$ cat config.mk
export PLATFORM = sky130hd
export DESIGN_NAME = mem_arbiter_flat
export DESIGN_NICKNAME = d
export VERILOG_FILES = /design/src/rtl/mem_arbiter_if.sv /design/src/rtl/mem_arbiter.sv /design/src/flat_wrapper.sv
export SDC_FILE = /design/constraint.sdc
export NUM_CORES = 1
export LEC_CHECK = 0
export ABC_AREA = 1
export CAP_MARGIN = 40
export CORE_AREA = 2 2 116 118
export DETAILED_ROUTE_END_ITERATION = 8
export DIE_AREA = 0 0 118 120
export DONT_BUFFER_PORTS = 1
export PLACE_DENSITY = 0.51
export SLEW_MARGIN = 20
export SYNTH_ARGS = -nofsm -noshare
export SYNTH_HDL_FRONTEND = slang
export SYNTH_SLANG_ARGS = --single-unit
$ cat constraint.sdc
create_clock -name clk -period 2.6 [get_ports clk]
set_clock_uncertainty 0.05 [all_clocks]
set_input_delay 0.26 -clock clk [delete_from_list [all_inputs] [get_ports clk]]
set_output_delay 0.26 -clock clk [all_outputs]
set_load 0.005 [all_outputs]
$ cat src/rtl/mem_arbiter_if.sv
// mem_arbiter_if: requester, grant/response and memory data-port signals of the two-master memory arbiter
interface mem_arbiter_if #(parameter int WORD_LEN = 32);
  logic                m0_req, m0_we, m0_gnt, m0_rvalid;
  logic [WORD_LEN-1:0] m0_addr, m0_wdata, m0_rdata;
  logic                m1_req, m1_we, m1_gnt, m1_rvalid;
  logic [WORD_LEN-1:0] m1_addr, m1_wdata, m1_rdata;
  logic                mem_wen;
  logic [WORD_LEN-1:0] mem_addr, mem_wdata, mem_rdata;
  modport slave (
    input  m0_req, m0_we, m0_addr, m0_wdata, m1_req, m1_we, m1_addr, m1_wdata, mem_rdata,
    output m0_gnt, m0_rvalid, m0_rdata, m1_gnt, m1_rvalid, m1_rdata, mem_wen, mem_addr, mem_wdata
  );
  modport master (
    output m0_req, m0_we, m0_addr, m0_wdata, m1_req, m1_we, m1_addr, m1_wdata, mem_rdata,
    input  m0_gnt, m0_rvalid, m0_rdata, m1_gnt, m1_rvalid, m1_rdata, mem_wen, mem_addr, mem_wdata
  );
endinterface

$ cat src/rtl/mem_arbiter.sv
// mem_arbiter: shares one memory data port between M0 (CPU) and M1 (loader/DMA), one access at a time.
// MEM_ARB_RR_EN selects round-robin; otherwise M0 priority with an M1 starvation limit.
module mem_arbiter #(
  parameter int STARVE_LIMIT = 4,
  parameter int CNT_W        = 3
) (
  input logic clk,
  input logic rst,
  mem_arbiter_if.slave bus
);
  localparam logic [1:0] IDLE = 2'd0, ISSUE = 2'd1, RESP = 2'd2;
  logic [1:0] state;
  logic       sel;
  logic       any_req, pick1;
  assign any_req = bus.m0_req | bus.m1_req;
`ifdef MEM_ARB_RR_EN
  // sel still holds the previous winner while in IDLE, so it doubles as the last-grant pointer
  assign pick1 = bus.m1_req & (~bus.m0_req | ~sel);
`else
  logic [CNT_W-1:0] starve_cnt;
  logic             sat;
  assign sat   = starve_cnt == CNT_W'(STARVE_LIMIT);
  assign pick1 = bus.m1_req & (~bus.m0_req | sat);
  always_ff @(posedge clk or posedge rst)
    if (rst) starve_cnt <= '0;
    else if (state == IDLE) starve_cnt <= (~bus.m1_req | pick1) ? '0 : sat ? starve_cnt : starve_cnt + 1'b1;
`endif
  assign bus.m0_gnt    = (state == IDLE) & any_req & ~pick1;
  assign bus.m1_gnt    = (state == IDLE) & pick1;
  assign bus.m0_rvalid = (state == RESP) & ~sel;
  assign bus.m1_rvalid = (state == RESP) & sel;
  assign bus.m0_rdata  = bus.m0_rvalid ? bus.mem_rdata : '0;
  assign bus.m1_rdata  = bus.m1_rvalid ? bus.mem_rdata : '0;
  // mem_wen doubles as the read/write flag of the command in ISSUE
  always_ff @(posedge clk or posedge rst)
    if (rst) begin
      state         <= IDLE;
      sel           <= 1'b1;
      bus.mem_wen   <= 1'b0;
      bus.mem_addr  <= '0;
      bus.mem_wdata <= '0;
    end else if (state == IDLE && any_req) begin
      state         <= ISSUE;
      sel           <= pick1;
      bus.mem_wen   <= pick1 ? bus.m1_we : bus.m0_we;
      bus.mem_addr  <= pick1 ? bus.m1_addr : bus.m0_addr;
      bus.mem_wdata <= pick1 ? bus.m1_wdata : bus.m0_wdata;
    end else begin
      state       <= (state == ISSUE && !bus.mem_wen) ? RESP : IDLE;
      bus.mem_wen <= 1'b0;
    end
endmodule

$ cat src/flat_wrapper.sv
// flat-port wrapper written by rule: the top's interface ports become plain ports
module mem_arbiter_flat 
#(
  parameter int STARVE_LIMIT = 4,
  parameter int CNT_W        = 3
)
  (clk, rst, bus_m0_req, bus_m0_we, bus_m0_addr, bus_m0_wdata, bus_m1_req, bus_m1_we, bus_m1_addr, bus_m1_wdata, bus_mem_rdata, bus_m0_gnt, bus_m0_rvalid, bus_m0_rdata, bus_m1_gnt, bus_m1_rvalid, bus_m1_rdata, bus_mem_wen, bus_mem_addr, bus_mem_wdata);
  mem_arbiter_if #(.WORD_LEN(32)) bus_i ();
  input logic clk;
  input logic rst;
  input wire logic [$bits(bus_i.m0_req)-1:0] bus_m0_req;
  input wire logic [$bits(bus_i.m0_we)-1:0] bus_m0_we;
  input wire logic [$bits(bus_i.m0_addr)-1:0] bus_m0_addr;
  input wire logic [$bits(bus_i.m0_wdata)-1:0] bus_m0_wdata;
  input wire logic [$bits(bus_i.m1_req)-1:0] bus_m1_req;
  input wire logic [$bits(bus_i.m1_we)-1:0] bus_m1_we;
  input wire logic [$bits(bus_i.m1_addr)-1:0] bus_m1_addr;
  input wire logic [$bits(bus_i.m1_wdata)-1:0] bus_m1_wdata;
  input wire logic [$bits(bus_i.mem_rdata)-1:0] bus_mem_rdata;
  output wire logic [$bits(bus_i.m0_gnt)-1:0] bus_m0_gnt;
  output wire logic [$bits(bus_i.m0_rvalid)-1:0] bus_m0_rvalid;
  output wire logic [$bits(bus_i.m0_rdata)-1:0] bus_m0_rdata;
  output wire logic [$bits(bus_i.m1_gnt)-1:0] bus_m1_gnt;
  output wire logic [$bits(bus_i.m1_rvalid)-1:0] bus_m1_rvalid;
  output wire logic [$bits(bus_i.m1_rdata)-1:0] bus_m1_rdata;
  output wire logic [$bits(bus_i.mem_wen)-1:0] bus_mem_wen;
  output wire logic [$bits(bus_i.mem_addr)-1:0] bus_mem_addr;
  output wire logic [$bits(bus_i.mem_wdata)-1:0] bus_mem_wdata;
  assign bus_i.m0_req = bus_m0_req;
  assign bus_i.m0_we = bus_m0_we;
  assign bus_i.m0_addr = bus_m0_addr;
  assign bus_i.m0_wdata = bus_m0_wdata;
  assign bus_i.m1_req = bus_m1_req;
  assign bus_i.m1_we = bus_m1_we;
  assign bus_i.m1_addr = bus_m1_addr;
  assign bus_i.m1_wdata = bus_m1_wdata;
  assign bus_i.mem_rdata = bus_mem_rdata;
  assign bus_m0_gnt = bus_i.m0_gnt;
  assign bus_m0_rvalid = bus_i.m0_rvalid;
  assign bus_m0_rdata = bus_i.m0_rdata;
  assign bus_m1_gnt = bus_i.m1_gnt;
  assign bus_m1_rvalid = bus_i.m1_rvalid;
  assign bus_m1_rdata = bus_i.m1_rdata;
  assign bus_mem_wen = bus_i.mem_wen;
  assign bus_mem_addr = bus_i.mem_addr;
  assign bus_mem_wdata = bus_i.mem_wdata;
  mem_arbiter #(.STARVE_LIMIT(STARVE_LIMIT), .CNT_W(CNT_W)) u_core (.clk(clk), .rst(rst), .bus(bus_i));
endmodule
==> results of run 1 <==
## timing repair
action / CTS / global route
buffers inserted: 0 / 0
endpoints found under the hold margin: 71 / 0
hold buffers: 2 / 0
## routing by layer
layer / track usage (%) / vias to the layer above / wire length [µm]
met5: 0 / - / 0
met3: 6.08 / 27 / 1170
li1: - / 1679 / -
met1: 21.9 / 1750 / 5350
met4: 9.04 / 0 / 459
met2: 36.1 / 239 / 7500
## cells in the final DEF (no fill, tap or decap), types with 2 or more instances in the layout
cell type and count:
clkinvlp_4 2, nand2_1 75, buf_4 7, nor2_4 2, nand2_2 2, nand4_1 64
clkbuf_16 9, ha_1 2, inv_2 3, o21ai_0 2, dfrtp_1 70, dlygate4sd3_1 2
inv_1 39, nor2_1 66, nand3_1 133, buf_12 2
## state kept, by name, summed over array words and instances (netlist names)
| signal | cells |
|---|---|
| u_core.bus.mem_wen | 1 |
| u_core.starve_cnt | 3 |
| u_core.bus.mem_addr | 32 |
| u_core.bus.mem_wdata | 32 |
| u_core.sel | 1 |
| u_core.state | 2 |
## metrics by stage
stage               utilization, %  hold slack [ns]  worst slack (ns)  total power, mW  instances
CTS                           33.1           0.0214             0.304             5.15        667
global route                  33.1           0.0251             0.136             5.47        668
floorplan                        -            0.320             0.495             3.43        511
global placement              30.4            0.213             0.587             3.80        648
detailed placement            30.6            0.217             0.547             3.88        649
finish                        33.1           0.0317             0.327             5.09        668
## path summary, 6_finish.rpt
path | startpoint | end | slack [ns]
setup / recovery | u_core.state[1] | bus_m1_gnt | 0.33
hold / removal | bus_m0_addr[15] | u_core.bus.mem_addr[15] | 0.03
setup reg to reg | u_core.starve_cnt[0] | u_core.bus.mem_addr[2] | 0.55
hold reg to reg | u_core.bus.mem_wen | u_core.state[1] | 0.46
max in group asynchronous | rst | u_core.sel | 1.71
min in group asynchronous | rst | u_core.bus.mem_wdata[13] | 0.42
## kinds of logic after synthesis
group	share of synthesized area (%)
and+or+nand+nor	41.8
buffers and inverters	11.0
DFF	45.7
AOI/OAI and AO/OA	0.643
adders and majority gates	0.643
xor gates and xnor gates	0.225
## power by group through the flow
stage               combinational [mW]  clock, mW  sequential, mW
finish                            1.72       1.23            2.13
global route                      1.95       1.33            2.19
CTS                               1.74       1.27            2.14
detailed placement                1.74          0            2.14
global placement                  1.64          0            2.16
floorplan                         1.45          0            1.98
## cells in the mapped netlist
cell | instances | area share [%]
buf_1 | 5 | 0.48
buf_2 | 18 | 2.3
buf_4 | 2 | 0.39
buf_6 | 8 | 2.3
clkbuf_1 | 15 | 1.4
dfrtp_1 | 70 | 45
dfstp_2 | 1 | 0.68
ha_1 | 2 | 0.64
inv_1 | 40 | 3.9
inv_2 | 2 | 0.19
nand2_1 | 77 | 7.4
nand3_1 | 133 | 17
nand4_1 | 64 | 10
nor2_1 | 66 | 6.4
nor2_2 | 1 | 0.16
nor2_4 | 1 | 0.29
nor3_1 | 1 | 0.13
o21ai_0 | 2 | 0.26
o21ai_2 | 1 | 0.23
o22ai_1 | 1 | 0.16
xnor2_1 | 1 | 0.23
## worst register-to-register path: cells and delay by family, from the launching register on
kind,cells,cell delay [ns]
fa+ha+maj,1,0.15
flops,1,0.40
buf+inv,2,0.43
simple gates,5,0.90
## final cells by class
type | instances | area, µm²
flip-flops and latches | 71 | 1780
well taps | 176 | 220
clock inverters | 6 | 70.1
diodes | 1 | 2.50
repair buffers | 12 | 140
inverters | 42 | 158
fillers | 1400 | 8680
multi-input cells | 350 | 1700
clock buffers | 10 | 229
==> reports/metrics.csv, run 1 <==
stage,metric,value,unit
run_status,status,finished clean,
cts,Worst-Skew Late Latency,0.32,ns
power_and_ir_drop,sw frac,41.8,%
critical_path,CP startpoint kind,register,
floorplanning,Die Span X,118,µm
synthesis,synth warn,0,
synthesis,part of the Yosys area used for sequential elements,45.7,%
cells_and_area,fin nets,654,
power_and_ir_drop,sequential share of power,41.9,%
sta,Max transition margin,47.1,%
synthesis,Synth Net Count,679,
critical_path,crit path DAT,1.96,ns
sta,Final Cycle Share,87.4,%
grt,largest net degree at the start of global routing,72,
placement,gpl congestion,0.975,
critical_path,crit path capture type,primary output,
cells_and_area,Final Cell Area,4300,µm²
power_and_ir_drop,Comb pwr share,33.8,%
power_and_ir_drop,peak supply drop,0.000502,V
cts,htree depth,3,
critical_path,cell breakdown of the critical path,nor2_4 -> buf_4 -> nand3_1 -> inv_1,
route,DRC,0,
floorplanning,Die Y,120,µm
critical_path,max incr delay on CP,0.64,ns
sta,worst slew pin tran,0.794,ns
route,Iter 0 DRT Violations,232,
sta,Tmin final,2.27,ns
flow_run,number of max-cap violations,0,
placement,DP HPWL,10500,µm
power_and_ir_drop,Clk pwr share,24.3,%
grt,initial antenna violation count,1,
synthesis,Syn Inst Count,511,
floorplanning,num rows,42,
floorplanning,DIE AREA,14200,µm²
critical_path,slowest CP cell,buf_4,
floorplanning,Core ar.,13000,µm²
placement,Placement Cell Area,3980,µm²
critical_path,FF-to-FF path depth,8,
critical_path,Crit path depth,4,
sta,endpoints failing hold,0,
floorplanning,I/O pins,299,
cts,Bufs on Longest Clock Path,2,
route,WL/cell,21.7,µm
cells_and_area,layout cells sized above 1,6.92,%
critical_path,WP buf/inv,2,
critical_path,kind of cell adding the most delay to the critical path,buffers and inverters,
synthesis,Cell variety after synth,21,
sta,Final setup viols,0,
critical_path,critical path required time,2.29,ns
cells_and_area,synthesis-to-finish area growth,10.5,%
cts,CTS tree,built,
floorplanning,Starting Density,30.0,%
placement,buffers added on ports,0,
critical_path,CP Class,register to primary output,
route,"antenna viol nets, final",0,
power_and_ir_drop,pwr dens,1180,nW/µm²
cts,Root Driver,clkbuf_16,
power_and_ir_drop,NetSw,2.13,mW
critical_path,worst-path maximum fanout,69,
route,Detailed Routing Iterations Pass 1,4,
sta,setup tns final,0,ns
synthesis,Synth Area per Inst,7.61,µm²
grt,grt ovf,0,
worst_hold_path,Hold Crit Class,input pin to register,
power_and_ir_drop,cell internal pwr,2.96,mW
synthesis,Seq cells post-synth,71,
sta,Final Max Slew Viols,0,
synthesis,Mapped Area,3890,µm²
grt,first-pass GRT wire length,21800,µm
route,Detailed Route WL,14500,µm
grt,vias in the first global route,3621,
route,total number of vias,3695,
sta,Max Clk Rate,440,MHz
cts,Sink Count,71,
grt,total track usage,20.1,%
cts,clock slew at reported path FFs,0.06,ns
worst_hold_path,hold-critical path depth,2,
power_and_ir_drop,leakage dissipation,2.05,nW
cts,post-cts sizing count,0,
route,vias per inst,5.53,
cts,Num CTS Buffers,9,
sta,RSZ-0062 raised after global routing,no,
No activity file was read; power rests on OpenSTA's default activity.
==> inputs of run 2 (changes only) <==
--- a/config.mk
+++ b/config.mk
@@ -9,5 +9,6 @@
 export CAP_MARGIN = 40
-export CORE_AREA = 2 2 116 118
+export CORE_AREA = 2 2 115 117
+export CTS_BUF_LIST = sky130_fd_sc_hd__clkbuf_8
 export DETAILED_ROUTE_END_ITERATION = 8
-export DIE_AREA = 0 0 118 120
+export DIE_AREA = 0 0 117 119
 export DONT_BUFFER_PORTS = 1
==> constraint.sdc (replaced) <==
create_clock -name clk -period 2.6 [get_ports clk]
set_clock_uncertainty 0.05 [all_clocks]
set_input_delay 0.52 -clock clk [delete_from_list [all_inputs] [get_ports clk]]
set_output_delay 0.52 -clock clk [all_outputs]
set_load 0.005 [all_outputs]
==> run 2 against run 1 <==
Against the previous run:
- global-route usage shrank 1.1 points
- non-clock buffer count is 1 higher
- combinational power about the same
- die area fell by 1.7%
- critical endpoint is now bus_m0_rdata[30]
- sequential share of layout area up 0.92 points
- final cell count is the same
- via count grew 1.4%
- routed wire length shrank 3.8%
==> reports/metrics.csv, run 2 (synthesis results as in run 1) <==
stage,metric,value,unit
grt,GRT met3 Usage,4.48,%
floorplanning,num rows,42,
power_and_ir_drop,pwr dens,1130,nW/µm²
floorplanning,Die Span X,117,µm
grt,gr busiest metal,met2,
cts,post-CTS setup buffer count,0,
worst_hold_path,Hold Crit Class,input pin to register,
grt,first-pass GRT wire length,19700,µm
power_and_ir_drop,leakage dissipation,2.02,nW
critical_path,critical path required time,2.03,ns
critical_path,worst-path maximum fanout,20,
floorplanning,Core ar.,12900,µm²
floorplanning,DIE AREA,13900,µm²
placement,buffers added on ports,0,
cells_and_area,area occupied by registers,1780,µm²
critical_path,slowest CP cell,dfrtp_1,
flow_run,number of max-cap violations,0,
cts,Sink Count,71,
critical_path,CP Class,register to primary output,
grt,largest net degree at the start of global routing,70,
cts,Worst-Skew Late Latency,0.35,ns
critical_path,R2R setup slack,0.67,ns
cts,hold_buf cts,0,
sta,Tmin final,2.32,ns
sta,RSZ-0062 raised after global routing,no,
cells_and_area,synthesis-to-finish area growth,8.11,%
cts,Root Driver,clkbuf_8,
critical_path,CP startpoint kind,register,
cts,Bufs on Longest Clock Path,2,
floorplanning,Starting Density,30.2,%
route,Iter 0 DRT Violations,295,
cells_and_area,fin nets,655,
cts,CTS tree,built,
cells_and_area,fill count,1370,
grt,grt met1 use,21.4,%
cells_and_area,Antenna Cells,0,
sta,WHS,0.242,ns
placement,placed instance count,650,
sta,Max Clk Rate,430,MHz
route,WL/cell,20.9,µm
critical_path,crit path capture type,primary output,
cells_and_area,multi-input logic area,1700,µm²
route,Detailed Routing Iterations Pass 1,5,
grt,met2 usage,34.5,%
cells_and_area,Non-Filler Instances,668,
critical_path,crit path DAT,1.75,ns
critical_path,r2r startpoint,u_core.state[1],
floorplanning,I/O pins,299,
cts,Num CTS Buffers,9,
route,DRC,0,
placement,DP HPWL,9980,µm
cells_and_area,Regs by FF count,"u_core.bus.mem_addr x32, u_core.bus.mem_wdata x32, u_core.starve_cnt x3",
sta,Final Max Slew Viols,0,
cells_and_area,"most common cell after layout, fill and taps aside",nand3_1,
route,Detailed Route WL,13900,µm
critical_path,FF-to-FF End,u_core.bus.mem_addr[9],
sta,Max transition margin,59.9,%
critical_path,max incr delay on CP,0.47,ns
route,total number of vias,3746,
grt,initial antenna violation count,0,
critical_path,CP Capture Point,bus_m0_rdata[30],
power_and_ir_drop,peak supply drop,0.000432,V
critical_path,crit path from,u_core.state[1],
grt,grt ovf,0,
sta,worst slew pin tran,0.602,ns
grt,total track usage,19.1,%
sta,Final setup viols,0,
floorplanning,Die Y,119,µm
cells_and_area,layout cells sized above 1,7.32,%
cts,clock slew at reported path FFs,0.08,ns
sta,setup tns final,0,ns
critical_path,FF-to-FF path depth,4,
cells_and_area,most frequent cells in the layout,"nand3_1, nand2_1, dfrtp_1, nor2_1, nand4_1",
cts,post-cts sizing count,0,
run_status,status,finished clean,
critical_path,cell breakdown of the critical path,nand3_1 -> buf_4 -> nor2_1,
sta,endpoints failing hold,0,
sta,Final Cycle Share,89.4,%
route,vias per inst,5.61,
placement,gpl congestion,0.788,
route,"antenna viol nets, final",0,
grt,vias in the first global route,3510,
cts,htree depth,3,
==> run 2: critical path: cells and delay by family (launching register included) <==
| family | cells | cell delay [ns] |
|---|---|---|
| buffers and inverters | 1 | 0.36 |
| and+or+nand+nor | 2 | 0.56 |
| DFF | 1 | 0.47 |
==> run 2: worst min path at each step <==
| stage | startpoint | slack, ns | depth (start not counted) | endpoint |
|---|---|---|---|---|
| global route | bus_m1_we | 0.23 | 2 | u_core.bus.mem_wen |
| detailed placement | u_core.bus.mem_addr[3] | 0.46 | 2 | u_core.bus.mem_addr[3] |
| floorplan | u_core.bus.mem_wen | 0.38 | 1 | u_core.state[1] |
| CTS | rst | 0.13 | 1 | u_core.bus.mem_addr[23] |
| global placement | u_core.starve_cnt[0] | 0.45 | 2 | u_core.starve_cnt[0] |
| finish | bus_m1_we | 0.24 | 2 | u_core.bus.mem_wen |
==> run 2: metal layers <==
metal  vias to the layer above  wire [µm]
li1                       1673          -
met1                      1802       5260
met2                       252       7240
met3                        19       1110
met4                         0        314
met5                         -          0
==> run 2: power breakdown <==
group	switching, mW	internal, mW
logic	1.15	0.544
clock network	0.445	0.466
registers	0.491	1.65
total	2.09	2.66
==> run 2: stage by stage <==
stage	util [%]	total power [mW]	area (µm²)	worst slack [ns]
after CTS	32.4	4.81	4180	0.262
after global routing	32.7	5.11	4210	0.0870
after detailed placement	30.9	3.86	3980	0.671
after floorplan	-	3.43	3890	0.235
final	32.7	4.74	4210	0.276
after global placement	30.9	3.81	3980	0.722
==> run 2: cell type report <==
class / instances / share of cell area (%)
Inverter: 42 / 3.75
Clock inverter: 6 / 1.43
Multi-Input combinational cell: 350 / 40.5
Tap cell: 176 / 5.24
Clock buffer: 10 / 3.27
Sequential cell: 71 / 42.3
Timing Repair Buffer: 13 / 3.57
==> inputs of run 3 (changes only) <==
PLACE_DENSITY = 0.53   (was 0.51)
clock period = 2 ns   (was 2.6 ns; I/O delays follow)
==> run 3 against run 2 <==
Against the previous run:
- register-to-register slack worse by 0.43 ns
- sequential power is 29% higher
- combinational power is 38% higher
- global-route usage is 0.30 points lower
- cell area is 4.1% higher
- sequential cell count stayed put
- count of clock-buffer cells in the layout stayed put
- non-clock buffer count is 16 higher
- via count is 0.80% higher
- critical path depth is 1 higher
- first-iteration DRC count is 6.4% higher
==> reports/metrics.csv, run 3 (synthesis results as in run 1) <==
stage,metric,value,unit
run_status,status,finished clean,
route,Detailed Routing Iterations Pass 1,4,
cells_and_area,multi-input logic area,1720,µm²
sta,RSZ-0062 raised after global routing,yes,
floorplanning,Die Y,119,µm
critical_path,crit path capture type,primary output,
power_and_ir_drop,cell internal pwr,3.70,mW
cells_and_area,"most common cell after layout, fill and taps aside",nand3_1,
route,"antenna viol nets, final",0,
placement,buffers added on ports,0,
critical_path,crit path from,u_core.sel,
worst_hold_path,Hold Crit Class,input pin to register,
placement,DP HPWL,9660,µm
cells_and_area,most frequent cells in the layout,"nand3_1, nand2_1, dfrtp_1, nor2_1, nand4_1",
power_and_ir_drop,pwr dens,1460,nW/µm²
power_and_ir_drop,"Power, Total",6.38,mW
cts,Bufs on Longest Clock Path,2,
grt,initial antenna violation count,0,
floorplanning,Die Span X,117,µm
critical_path,worst-path maximum fanout,21,
critical_path,CP startpoint kind,register,
critical_path,cell breakdown of the critical path,nand3_1 -> buf_6 -> buf_4 -> nor2_1,
critical_path,critical path required time,1.55,ns
critical_path,WP buf/inv,2,
power_and_ir_drop,leakage dissipation,2.11,nW
cells_and_area,area occupied by registers,1780,µm²
cts,clock slew at reported path FFs,0.08,ns
cts,Root Driver,clkbuf_8,
critical_path,crit path DAT,1.47,ns
route,WL/cell,19.4,µm
cts,CTS tree,built,
cells_and_area,layout cells sized above 1,11.0,%
floorplanning,num rows,42,
sta,Max Clk Rate,520,MHz
critical_path,r2r startpoint,u_core.starve_cnt[0],
floorplanning,DIE AREA,13900,µm²
cts,Sink Count,71,
placement,dpl ws,0.288,ns
worst_hold_path,beginning of the worst hold path,bus_m1_we,
power_and_ir_drop,Comb pwr share,36.5,%
grt,total track usage,18.8,%
route,Iter 0 DRT Violations,314,
sta,endpoints failing hold,0,
sta,Final setup viols,0,
power_and_ir_drop,NetSw,2.69,mW
floorplanning,I/O pins,299,
power_and_ir_drop,Clk pwr share,20.2,%
cells_and_area,Regs by FF count,"u_core.bus.mem_addr x32, u_core.bus.mem_wdata x32, u_core.starve_cnt x3",
cells_and_area,fill count,1355,
sta,Max transition margin,54.6,%
sta,worst slew pin tran,0.682,ns
grt,largest net degree at the start of global routing,70,
cells_and_area,Antenna Cells,0,
power_and_ir_drop,sw frac,42.1,%
cells_and_area,fin nets,671,
critical_path,kind of cell adding the most delay to the critical path,flip-flops,
route,vias per inst,5.53,
placement,placed instance count,662,
floorplanning,Starting Density,30.2,%
route,DRC,0,
sta,Tmin final,1.92,ns
sta,Final Cycle Share,96.1,%
route,total number of vias,3776,
flow_run,number of max-cap violations,0,
cts,Num CTS Buffers,9,
cells_and_area,Final Core Density,34.0,%
route,Detailed Route WL,13200,µm
power_and_ir_drop,sequential share of power,43.2,%
cells_and_area,Non-Filler Instances,683,
floorplanning,Core ar.,12900,µm²
placement,gpl congestion,0.781,
grt,vias in the first global route,3642,
critical_path,max incr delay on CP,0.54,ns
power_and_ir_drop,peak supply drop,0.000517,V
sta,Final Max Slew Viols,0,
critical_path,slowest CP cell,dfstp_2,
cells_and_area,synthesis-to-finish area growth,12.6,%
cts,htree depth,3,
cts,Worst-Skew Late Latency,0.34,ns
sta,final worst setup slack,0.0784,ns
grt,first-pass GRT wire length,19900,µm
sta,WHS,0.131,ns
critical_path,CP Class,register to primary output,
grt,grt ovf,0,
-- run 3: timing repair --
item | in CTS | in global routing
gates resized for setup | 3 | 5
pin swaps | 1 | 2
hold buffers | 1 | 0
setup endpoints to repair | 28 | 17
hold endpoints to repair | 19 | 0
buffers inserted | 1 | 4
-- run 3: cell type report --
cell class                 count  share of cell area [%]
sequential                    71                    40.6
multi-input combinational    350                    39.3
timing repair buffer          29                    6.34
tap                          176                    5.03
inverter                      42                    3.69
clock buffer                  10                    3.14
clock inverter                 5                    1.86
-- run 3: final timing paths --
check | endpoint | slack, ns | cells past startpoint
hold reg to reg | u_core.state[1] | 0.47 | 1
hold / removal | u_core.bus.mem_wen | 0.13 | 2
max in group asynchronous | u_core.bus.mem_wdata[22] | 0.72 | 3
setup reg to reg | u_core.bus.mem_wdata[23] | 0.24 | 8
setup / recovery | bus_m1_rdata[27] | 0.08 | 4
min in group asynchronous | u_core.bus.mem_wdata[7] | 0.55 | 2
-- run 3: worst register-to-register path: cells and delay by family (launching register included) --
kind / cells / cell delay [ns]
buf+inv: 3 / 0.57
flops: 1 / 0.40
fa+ha+maj: 1 / 0.14
simple gates: 4 / 0.54
-- run 3: power by group through the flow --
stage,clock [mW],sequential (mW),combinational (mW)
floorplan,0,2.57,1.88
global placement,0,2.79,2.23
detailed placement,0,2.77,2.30
CTS,1.35,2.77,2.31
global route,1.41,2.84,2.66
finish,1.29,2.76,2.33
-- run 3: stage by stage --
step           TNS (ns)  cell area (µm²)
2_1_floorplan         0             3890
3_3_place_gp          0             4080
3_5_place_dp          0             4080
4_1_cts               0             4330
5_1_grt          -0.174             4380
6_report              0             4380
-- run 3: layer usage --
layer  global-route usage (%)  share of wire, %  up-vias
met1                     21.7                38     1840
met4                     6.25               1.3        0
met2                     32.6                53      215
li1                         -                 -     1708
met5                        0                 0        -
met3                     5.90               7.8       13
